[config.mk]
export PLATFORM = sky130hd
export DESIGN_NAME = mem_backdoor
export DESIGN_NICKNAME = d
export VERILOG_FILES = /design/src/rtl/mem_backdoor_pkg.sv /design/src/rtl/mem_backdoor_addr_ctr.sv /design/src/rtl/mem_backdoor.sv
export SDC_FILE = /design/constraint.sdc
export NUM_CORES = 1
export LEC_CHECK = 0
export BUFFER_PORTS_ARGS = -buffer_cell sky130_fd_sc_hd__buf_2
export CAP_MARGIN = 10
export CORE_AREA = 2 2 92 161
export DETAILED_ROUTE_END_ITERATION = 10
export DIE_AREA = 0 0 94 163
export HOLD_SLACK_MARGIN = 0.15
export PLACE_DENSITY_LB_ADDON = 0.15
export RECOVER_POWER = 25
export SYNTH_ARGS = -nofsm -noshare
export SYNTH_HDL_FRONTEND = slang
export SYNTH_SLANG_ARGS = --single-unit
[constraint.sdc]
create_clock -name clk -period 2.38 [get_ports clk]
set_input_delay 0.238 -clock clk [delete_from_list [all_inputs] [get_ports clk]]
set_output_delay 0.238 -clock clk [all_outputs]
set_load 0.03 [all_outputs]
[src/rtl/mem_backdoor_pkg.sv]
// Shared types for the memory backdoor controller: command opcodes, FSM states, default widths.
// The CHECK op is only accepted when MEM_BACKDOOR_CHECK_EN is defined.
package mem_backdoor_pkg;

    localparam int BD_ADDR_WIDTH = 16;
    localparam int BD_DATA_WIDTH = 8;

    typedef enum logic [1:0] {
        BD_LOAD  = 2'b00,
        BD_DUMP  = 2'b01,
        BD_CHECK = 2'b10,
        BD_RSVD  = 2'b11
    } bd_op_t;

    typedef enum logic [2:0] {
        IDLE,
        LOAD,
        DUMP_RD,
        DUMP_OUT,
        CHK_RD,
        CHK_CMP,
        DONE
    } bd_state_t;

    // Ops this build can execute; anything else is answered with an err pulse.
    function automatic logic op_supported(bd_op_t op);
        case (op)
            BD_LOAD, BD_DUMP: return 1'b1;
`ifdef MEM_BACKDOOR_CHECK_EN
            BD_CHECK:         return 1'b1;
`endif
            default:          return 1'b0;
        endcase
    endfunction

endpackage

[src/rtl/mem_backdoor_addr_ctr.sv]
// Wrapping address register plus remaining-word count for backdoor transfers.
// last flags the final word so the FSM can finish on that beat.
module bd_addr_ctr #(
    parameter int ADDR_WIDTH = 16,
    parameter int LEN_WIDTH  = ADDR_WIDTH + 1
) (
    input  logic                  clk,
    input  logic                  reset,
    input  logic                  load,
    input  logic [ADDR_WIDTH-1:0] base,
    input  logic [LEN_WIDTH-1:0]  len,
    input  logic                  step,
    output logic [ADDR_WIDTH-1:0] addr,
    output logic                  last
);

    logic [ADDR_WIDTH-1:0] addr_reg;
    logic [LEN_WIDTH-1:0]  rem_reg;

    // Address arithmetic deliberately wraps at 2^ADDR_WIDTH.
    always_ff @(posedge clk) begin
        if (reset) begin
            addr_reg <= '0;
            rem_reg  <= '0;
        end else if (load) begin
            addr_reg <= base;
            rem_reg  <= len;
        end else if (step) begin
            addr_reg <= addr_reg + ADDR_WIDTH'(1);
            rem_reg  <= rem_reg - LEN_WIDTH'(1);
        end
    end

    assign addr = addr_reg;
    assign last = (rem_reg == LEN_WIDTH'(1));

endmodule

[src/rtl/mem_backdoor.sv]
// Backdoor controller between the CPU and memory: holds the CPU off, then loads, dumps or
// checks a memory region. CHECK and its mismatch counters exist only with MEM_BACKDOOR_CHECK_EN.
module mem_backdoor
    import mem_backdoor_pkg::*;
#(
    parameter int ADDR_WIDTH = BD_ADDR_WIDTH,
    parameter int DATA_WIDTH = BD_DATA_WIDTH,
    parameter int LEN_WIDTH  = ADDR_WIDTH + 1
) (
    input  logic                  clk,
    input  logic                  reset,
    input  logic                  cmd_valid,
    output logic                  cmd_ready,
    input  logic [1:0]            cmd_op,
    input  logic [ADDR_WIDTH-1:0] cmd_base,
    input  logic [LEN_WIDTH-1:0]  cmd_len,
    input  logic                  wr_valid,
    output logic                  wr_ready,
    input  logic [DATA_WIDTH-1:0] wr_data,
    output logic                  rd_valid,
    input  logic                  rd_ready,
    output logic [DATA_WIDTH-1:0] rd_data,
    input  logic [ADDR_WIDTH-1:0] cpu_addr,
    input  logic                  cpu_we,
    input  logic [DATA_WIDTH-1:0] cpu_wdata,
    output logic [DATA_WIDTH-1:0] cpu_rdata,
    output logic [ADDR_WIDTH-1:0] mem_addr,
    output logic                  mem_we,
    output logic [DATA_WIDTH-1:0] mem_wdata,
    input  logic [DATA_WIDTH-1:0] mem_rdata,
    output logic                  cpu_hold,
    output logic                  busy,
    output logic                  done,
    output logic                  err,
    output logic [LEN_WIDTH-1:0]  mismatch_cnt,
    output logic [ADDR_WIDTH-1:0] first_mismatch
);

    bd_state_t             state_reg;
    bd_op_t                req_op;
    logic                  done_reg;
    logic                  err_reg;
    logic                  cpu_hold_reg;
    logic                  stall_reg;
    logic [DATA_WIDTH-1:0] hold_data_reg;
    logic                  accept;
    logic                  wr_fire;
    logic                  rd_fire;
    logic                  ctr_step;
    logic                  ctr_last;
    logic [ADDR_WIDTH-1:0] ctr_addr;

    assign req_op    = bd_op_t'(cmd_op);
    assign cmd_ready = (state_reg == IDLE) && !reset;
    assign accept    = cmd_valid && cmd_ready;
    // Gated by reset so no beat lands in memory on the cycle an abort is requested.
    assign wr_ready  = ((state_reg == LOAD) || (state_reg == CHK_RD)) && !reset;
    assign wr_fire   = wr_valid && wr_ready;
    assign rd_valid  = (state_reg == DUMP_OUT);
    assign rd_fire   = rd_valid && rd_ready;
    assign ctr_step  = ((state_reg == LOAD) && wr_fire) || rd_fire || (state_reg == CHK_CMP);

    bd_addr_ctr #(
        .ADDR_WIDTH (ADDR_WIDTH),
        .LEN_WIDTH  (LEN_WIDTH)
    ) u_addr_ctr (
        .clk   (clk),
        .reset (reset),
        .load  (accept),
        .base  (cmd_base),
        .len   (cmd_len),
        .step  (ctr_step),
        .addr  (ctr_addr),
        .last  (ctr_last)
    );

    always_comb begin
        mem_addr  = cpu_addr;
        mem_we    = cpu_we;
        mem_wdata = cpu_wdata;
        if (state_reg != IDLE) begin
            mem_addr  = ctr_addr;
            mem_we    = (state_reg == LOAD) && wr_fire;
            mem_wdata = wr_data;
        end
    end

    // First DUMP_OUT cycle shows the fresh read; a stalled word is replayed from hold_data_reg.
    assign rd_data   = stall_reg ? hold_data_reg : mem_rdata;
    assign cpu_rdata = mem_rdata;
    assign cpu_hold  = cpu_hold_reg;
    assign busy      = (state_reg != IDLE);
    assign done      = done_reg;
    assign err       = err_reg;

    always_ff @(posedge clk) begin
        if (reset) begin
            state_reg     <= IDLE;
            done_reg      <= 1'b0;
            err_reg       <= 1'b0;
            cpu_hold_reg  <= 1'b0;
            stall_reg     <= 1'b0;
            hold_data_reg <= '0;
        end else begin
            done_reg      <= 1'b0;
            err_reg       <= 1'b0;
            stall_reg     <= rd_valid && !rd_ready;
            hold_data_reg <= rd_data;
            case (state_reg)
                IDLE: begin
                    if (accept) begin
                        if (!op_supported(req_op)) begin
                            err_reg <= 1'b1;
                        end else begin
                            cpu_hold_reg <= 1'b1;
                            if (cmd_len == '0) begin
                                state_reg <= DONE;
                                done_reg  <= 1'b1;
                            end else begin
                                case (req_op)
                                    BD_LOAD: state_reg <= LOAD;
                                    BD_DUMP: state_reg <= DUMP_RD;
                                    default: state_reg <= CHK_RD;
                                endcase
                            end
                        end
                    end
                end
                LOAD: begin
                    if (wr_fire && ctr_last) begin
                        state_reg <= DONE;
                        done_reg  <= 1'b1;
                    end
                end
                DUMP_RD: state_reg <= DUMP_OUT;
                DUMP_OUT: begin
                    if (rd_ready) begin
                        if (ctr_last) begin
                            state_reg <= DONE;
                            done_reg  <= 1'b1;
                        end else begin
                            state_reg <= DUMP_RD;
                        end
                    end
                end
                CHK_RD: begin
                    if (wr_fire) begin
                        state_reg <= CHK_CMP;
                    end
                end
                CHK_CMP: begin
                    if (ctr_last) begin
                        state_reg <= DONE;
                        done_reg  <= 1'b1;
                    end else begin
                        state_reg <= CHK_RD;
                    end
                end
                DONE: begin
                    state_reg    <= IDLE;
                    cpu_hold_reg <= 1'b0;
                end
                default: state_reg <= IDLE;
            endcase
        end
    end

`ifdef MEM_BACKDOOR_CHECK_EN
    logic [DATA_WIDTH-1:0] exp_data_reg;
    logic [LEN_WIDTH-1:0]  mm_cnt_reg;
    logic [ADDR_WIDTH-1:0] first_mm_reg;

    // ctr_addr still points at the compared word during CHK_CMP; it steps on the closing edge.
    always_ff @(posedge clk) begin
        if (reset) begin
            exp_data_reg <= '0;
            mm_cnt_reg   <= '0;
            first_mm_reg <= '0;
        end else begin
            if ((state_reg == CHK_RD) && wr_fire) begin
                exp_data_reg <= wr_data;
            end
            if (accept && (req_op == BD_CHECK)) begin
                mm_cnt_reg   <= '0;
                first_mm_reg <= '0;
            end else if ((state_reg == CHK_CMP) && (mem_rdata != exp_data_reg)) begin
                if (mm_cnt_reg == '0) begin
                    first_mm_reg <= ctr_addr;
                end
                mm_cnt_reg <= mm_cnt_reg + LEN_WIDTH'(1);
            end
        end
    end

    assign mismatch_cnt   = mm_cnt_reg;
    assign first_mismatch = first_mm_reg;
`else
    assign mismatch_cnt   = '0;
    assign first_mismatch = '0;
`endif

endmodule

==> results of run 1 <==
final cells by class:
cell class              instances  share of cell area
multi-input cells             346              0.4909
repair buffers                153              0.1878
inverters                      12             0.01037
clock inverters                 2            0.008067
clock buffers                   6             0.02967
well taps                     180             0.05186
flip-flops and latches         48              0.2213
metal layers:
layer	routed length [um]	track usage	up-vias
met1	4191	0.1503	1640
met2	6545	0.3013	118
met4	322	0.06061	0
met3	499	0.01805	17
met5	0	0	-
li1	-	-	1745
worst reg2reg max path: stages (launching register included):
cell	delay [ns]
dfxtp_1	0.50
nand4_1	0.18
or3_4	0.49
a2111oi_1	0.46
xor2_1	0.12
a22o_1	0.21
what timing repair did:
item / 4_1_cts / 5_1_grt
hold buffers: 1 / 0
endpoints found under the hold margin: 1 / 0
resized for setup: 0 / 1
endpoints found under the setup margin: 0 / 1
report_power, final:
group / leakage, nW / switching, mW / internal [mW] / total (mW)
clock: 0.0808 / 0.331 / 0.496 / 0.826
combinational: 1.43 / 0.663 / 0.330 / 0.992
sequential: 0.395 / 0.0728 / 0.875 / 0.948
cell families (layout without fill, tap and decap cells):
logic type      Yosys count  after routing  synth area share
simple gates            182            182            0.2536
compound gates           98             98            0.2322
buf+inv                  78            173            0.1397
flops                    48             48            0.2795
xor+xnor                 20             20           0.05095
mux                      10             10           0.03202
fa+ha+maj                 3              3           0.01092
other cells               1             33          0.001091
cells in the mapped netlist (all sizes together) (2+ instances only):
library cell and number:
a2111oi 12, a211oi 23, a21o 3, a21oi 17, a221oi 2, a22o 5, a22oi 2, a2bb2oi 3
a311oi 3, a31oi 3, a32oi 2, and2 8, and3 7, buf 51, clkbuf 15, dfxtp 48
ha 3, inv 12, mux2 8, mux2i 2, nand2 87, nand2b 4, nand3 12, nand4 4
nor2 29, nor2b 2, nor3 13, nor4 4, nor4b 2, o21ai 9, o311ai 3, or3 3
or4 3, xnor2 14, xor2 6
final timing paths:
path / startpoint / cells after the start / slack (ns) / to
max: state_reg[2] / 6 / 0.21 / mem_we
min: cmd_base[11] / 2 / 0.16 / u_addr_ctr.addr[11]
max reg2reg: u_addr_ctr.addr[2] / 5 / 0.31 / u_addr_ctr.addr[15]
min reg2reg: u_addr_ctr.rem_reg[10] / 2 / 0.50 / u_addr_ctr.rem_reg[10]
==> flow_summary_export.csv, run 1 <==
group,metric,value,unit
synthesis,synthTopCellsByArea,"dfxtp_1 (28%), buf_4 (9.8%), nand2_1 (9.5%)",
grt,grt_max_degree,34,
clock_network,cts_max_path_buffers,2,
critical_path,crit_chain,"buf_4 -> xnor2_1 -> nor4b_4 -> mux2i_1 -> nor3_1 -> buf_2",
layout,final_util,0.3069,
die,start_util,0.2430,
drt,drc,0,
drt,ant_nets,0,
synthesis,yosys_register_bits,48,
synthesis,yosys_warnings,0,
grt,globalRouteTotalUtil,0.1503,
timing,skew,0.005166,ns
place,pre_cts_ws,0.2341,ns
die,num_rows,58,
power,p_leak,1.902,nW
drt,wl_per_cell,15.47,um
timing,period_minus_slack,2.167,ns
synthesis,syn_inst,440,
die,die_x,94,um
timing,drv_slew,0,
drt,viasPerCell,4.712,
die,io_pins,162,
critical_path,critical_path_class,"flop to primary output",
clock_network,post_cts_buffers,0,
timing,rsz0062_at_grt,"no",
place,place_inst,738,
place,dp_hpwl,9111,um
clock_network,cts_buffers,5,
layout,final_area,0.004343,mm2
flow_run,drv_cap,0,
timing,relSlewSlack,0.5630,
die,die-height,163,um
critical_path,cp-start-kind,"flop",
timing,tightest_slew,0.6390,ns
layout,nNetsFinal,650,
critical_path,worstPathArrival,1.93,ns
synthesis,netlist.area_leader.share,0.2795,
clock_network,htreeDepth,2,
drt,wirelength,11560,um
layout,n_fill_cell,1585,
clock_network,clkTransAtPathRegs,0.07,ns
timing,hold_viol_final,0,
synthesis,ys_seq_area_frac,0.2795,
critical_path,max_stage_delay,0.42,ns
layout,multi_input_comb_area,0.002132,mm2
synthesis,avgSynthCellArea,7.814,um2
place,place_congestion,0.7606,
timing,fin_tns_setup,0,ns
synthesis,syn_area,0.003438,mm2
drt,vias,3520,
clock_network,clock-sinks,48,
timing,setup_viol,0,
place,dpl-instance-area,0.004182,mm2
clock_network,cts_tree,"yes",
clock_network,clkLatencyLatePin,0.29,ns
synthesis,async_flop_share,0,
layout,largest_reg_flops,17,
layout,areaGrowthSynthToFinish,26.31,%
drt,first_pass_iters,4,
die,die_area,0.01532,mm2
critical_path,crit_fanout,12,
grt,overflow,0,
layout,final_cells,747,
drt,drt_iter0_markers,112,
critical_path,critPathTopFamily,"simple AND/OR/NAND/NOR gates",
clock_network,cts_root_buf,"clkbuf_16",
timing,fin_crit_sh,0.9106,
synthesis,ys.flop_type,"dfxtp_1",
power,p_total,2.766,mW
die,core_area,0.01415,mm2
layout,layout_commonest_cell,"buf_2",
grt,grt_first_pass_wirelength,17830,um
critical_path,cp-end-kind,"primary output",
synthesis,synth_cell_type_count,64,
critical_path,cp.required,2.14,ns
layout,final_cell_mix,"buf_2 (116), nand2_1 (87), dfxtp_1 (48)",
critical_path,crit_slowest_cell,"dfxtp_1",
power,power_density,637.0,mW/mm2
timing,worst_slack,0.2127,ns
power,peakVddDrop,0.3115,mV
layout,final_layout_size_suffix_gt1_frac,0.3034,
critical_path,cp_num_buf_inv,2,
grt,antenna_found_initial,0,
synthesis,synth_edf_count,0,
layout,seq_area,960.9,um2
hold_path,hp-class,"input port to flop",
outcome,outcome,"finished, final reports clean",
layout,antenna_cells,0,
timing,hold_slack,0.1555,ns
grt,grt_pass1_vias,3501,
synthesis,yosys.area.top_type,"dfxtp_1",
place,port_buffers,128,
timing,fmax,461.4,MHz
Power figures use the tool's default switching activity.
==> inputs of run 2 (changes only) <==
- CELL_PAD_IN_SITES_DETAIL_PLACEMENT: unset -> 1
- CELL_PAD_IN_SITES_GLOBAL_PLACEMENT: unset -> 2
==> run 2 against run 1 <==
Critical path depth grew 2. Global-route usage rose by 1.2 points. Via count is 3.2% higher. Clock skew rose by 0.0020 ns. Maximum frequency shrank 3.1%. Hold slack gained 0.0051 ns. Wire length increased by 9.2%. Non-clock buffer count increased by 6. Highest routed layer unchanged.
==> flow_summary_export.csv, run 2 (synthesized netlist as in run 1, its figures left out) <==
group,metric,value,unit
layout,final_cell_mix,"buf_2 (114), nand2_1 (87), dfxtp_1 (48)",
timing,skew,0.007187,ns
layout,n_fill_cell,1796,
grt,met1_usage,0.1601,
drt,first_pass_iters,4,
drt,drt_iter0_markers,48,
hold_path,min_delay_path_depth,2,
critical_path,crit_fanout,7,
critical_path,max_stage_delay,0.53,ns
critical_path,crit_chain,"dlygate4sd3_1 -> buf_2 -> nand2b_1 -> a21o_1 -> buf_4 -> a2111oi_1 -> xor2_1 -> a22o_1",
place,place_congestion,0.8212,
layout,final_layout_size_suffix_gt1_frac,0.3124,
die,num_rows,58,
die,core_area,0.01415,mm2
layout,nNetsFinal,656,
place,place_inst,743,
grt,busiest_layer,"met2",
layout,areaGrowthSynthToFinish,27.47,%
place,dp_hpwl,10210,um
grt,globalRouteTotalUtil,0.1620,
power,power_density,634.9,mW/mm2
clock_network,cts_max_path_buffers,2,
layout,final_cells,753,
layout,antenna_cells,0,
die,die-height,163,um
layout,layout_commonest_cell,"buf_2",
grt,antenna_found_initial,0,
critical_path,cp-start-kind,"input port",
critical_path,worstReg2RegEnd,"u_addr_ctr.addr[15]",
timing,period_minus_slack,2.238,ns
timing,fmax,446.9,MHz
timing,relSlewSlack,0.6363,
hold_path,hp-class,"input port to flop",
layout,multi_input_comb_area,0.002130,mm2
layout,largest_reg_flops,17,
clock_network,clkLatencyLatePin,0.30,ns
die,start_util,0.2430,
critical_path,critPathTopFamily,"compound AO/OA/AOI/OAI gates",
hold_path,min_to,"u_addr_ctr.addr[13]",
power,peakVddDrop,0.2587,mV
die,die_area,0.01532,mm2
power,p_leak,1.924,nW
clock_network,cts_tree,"yes",
hold_path,hold_start,"cmd_base[13]",
timing,tightest_slew,0.5406,ns
clock_network,cts_root_buf,"clkbuf_16",
clock_network,htreeDepth,2,
drt,wirelength,12620,um
critical_path,reg2reg_from,"u_addr_ctr.addr[2]",
critical_path,reg2reg_depth,5,
critical_path,crit_slowest_cell,"dlygate4sd3_1",
flow_run,drv_cap,0,
layout,seq_area,960.9,um2
critical_path,cp.required,2.57,ns
timing,hold_slack,0.1606,ns
layout,final_util,0.3097,
timing,setup_viol,0,
clock_network,cts_resized,0,
drt,vias,3633,
clock_network,cts_buffers,5,
clock_network,clkTransAtPathRegs,0.07,ns
critical_path,cp-end-kind,"flop",
place,port_buffers,128,
grt,grtUsageMet2,0.3260,
drt,wl_per_cell,16.76,um
critical_path,critical_path_class,"input port to flop",
grt,gr-usage-met3,0.02267,
grt,grt_pass1_vias,3663,
die,die_x,94,um
critical_path,worstPathArrival,2.42,ns
critical_path,r2r_slack,0.24,ns
timing,fin_tns_setup,0,ns
grt,grt_first_pass_wirelength,19180,um
clock_network,clock-sinks,48,
timing,hold_viol_final,0,
drt,drc,0,
timing,fin_crit_sh,0.9401,
timing,rsz0062_at_grt,"no",
timing,drv_slew,0,
die,io_pins,162,
critical_path,cp_num_buf_inv,3,
drt,viasPerCell,4.825,
grt,grt_max_degree,28,
grt,overflow,0,
drt,ant_nets,0,
outcome,outcome,"finished, final reports clean",
run 2: changes by cell type in the layout (fill, tap and decap cells not counted), sizes merged:
cell,previous run,this run
clkbuf,18,20
buf,140,144
run 2: where the power goes:
group          total (mW)  switching, mW  internal (mW)
Clock               0.824          0.328          0.495
Combinational        1.00          0.670          0.335
Sequential          0.954         0.0792          0.875
Total                2.78           1.08           1.71
run 2: worst max-delay path by stage:
stage                       startpoint  slack (ns)                     to  cells after the start
global route                     reset       0.008  u_addr_ctr.rem_reg[2]                      9
finish                           reset        0.14    u_addr_ctr.addr[15]                      8
floorplan                 state_reg[1]        0.20           state_reg[0]                      6
global placement    u_addr_ctr.addr[2]        0.30    u_addr_ctr.addr[15]                      5
detailed placement         cmd_len[15]        0.24           state_reg[0]                      6
CTS                              reset        0.06                 mem_we                      7
run 2: final cells by class:
cell class                      count  area share
Multi-Input combinational cell    346      0.4859
Clock inverter                      2    0.007993
Timing Repair Buffer              159      0.1958
Tap cell                          180     0.05138
Sequential cell                    48      0.2192
Clock buffer                        6     0.02940
Inverter                           12     0.01028
run 2: timing repair:
| action | CTS | global route |
|---|---|---|
| hold buffers | 1 | 0 |
| hold endpoints to repair | 1 | 0 |
| setup endpoints to repair | 0 | 1 |
| buffers inserted | 0 | 1 |
run 2: metrics by stage:
| stage | setup slack, ns | total power [mW] | area [um2] |
|---|---|---|---|
| 2_1_floorplan | 0.1957 | 1.675 | 3565 |
| 3_3_place_gp | 0.3049 | 1.985 | 4219 |
| 3_5_place_dp | 0.2402 | 1.995 | 4219 |
| 4_1_cts | 0.05531 | 2.838 | 4393 |
| 5_1_grt | 0.008201 | 2.950 | 4383 |
| 6_report | 0.1425 | 2.783 | 4383 |
run 2: metal layers:
| layer | vias up | part of all wire | wire length, um |
|---|---|---|---|
| met5 | - | 0 | 0 |
| met4 | 0 | 0.025 | 320 |
| met3 | 18 | 0.055 | 695 |
| met2 | 128 | 0.56 | 7129 |
| met1 | 1731 | 0.35 | 4472 |
| li1 | 1756 | - | - |
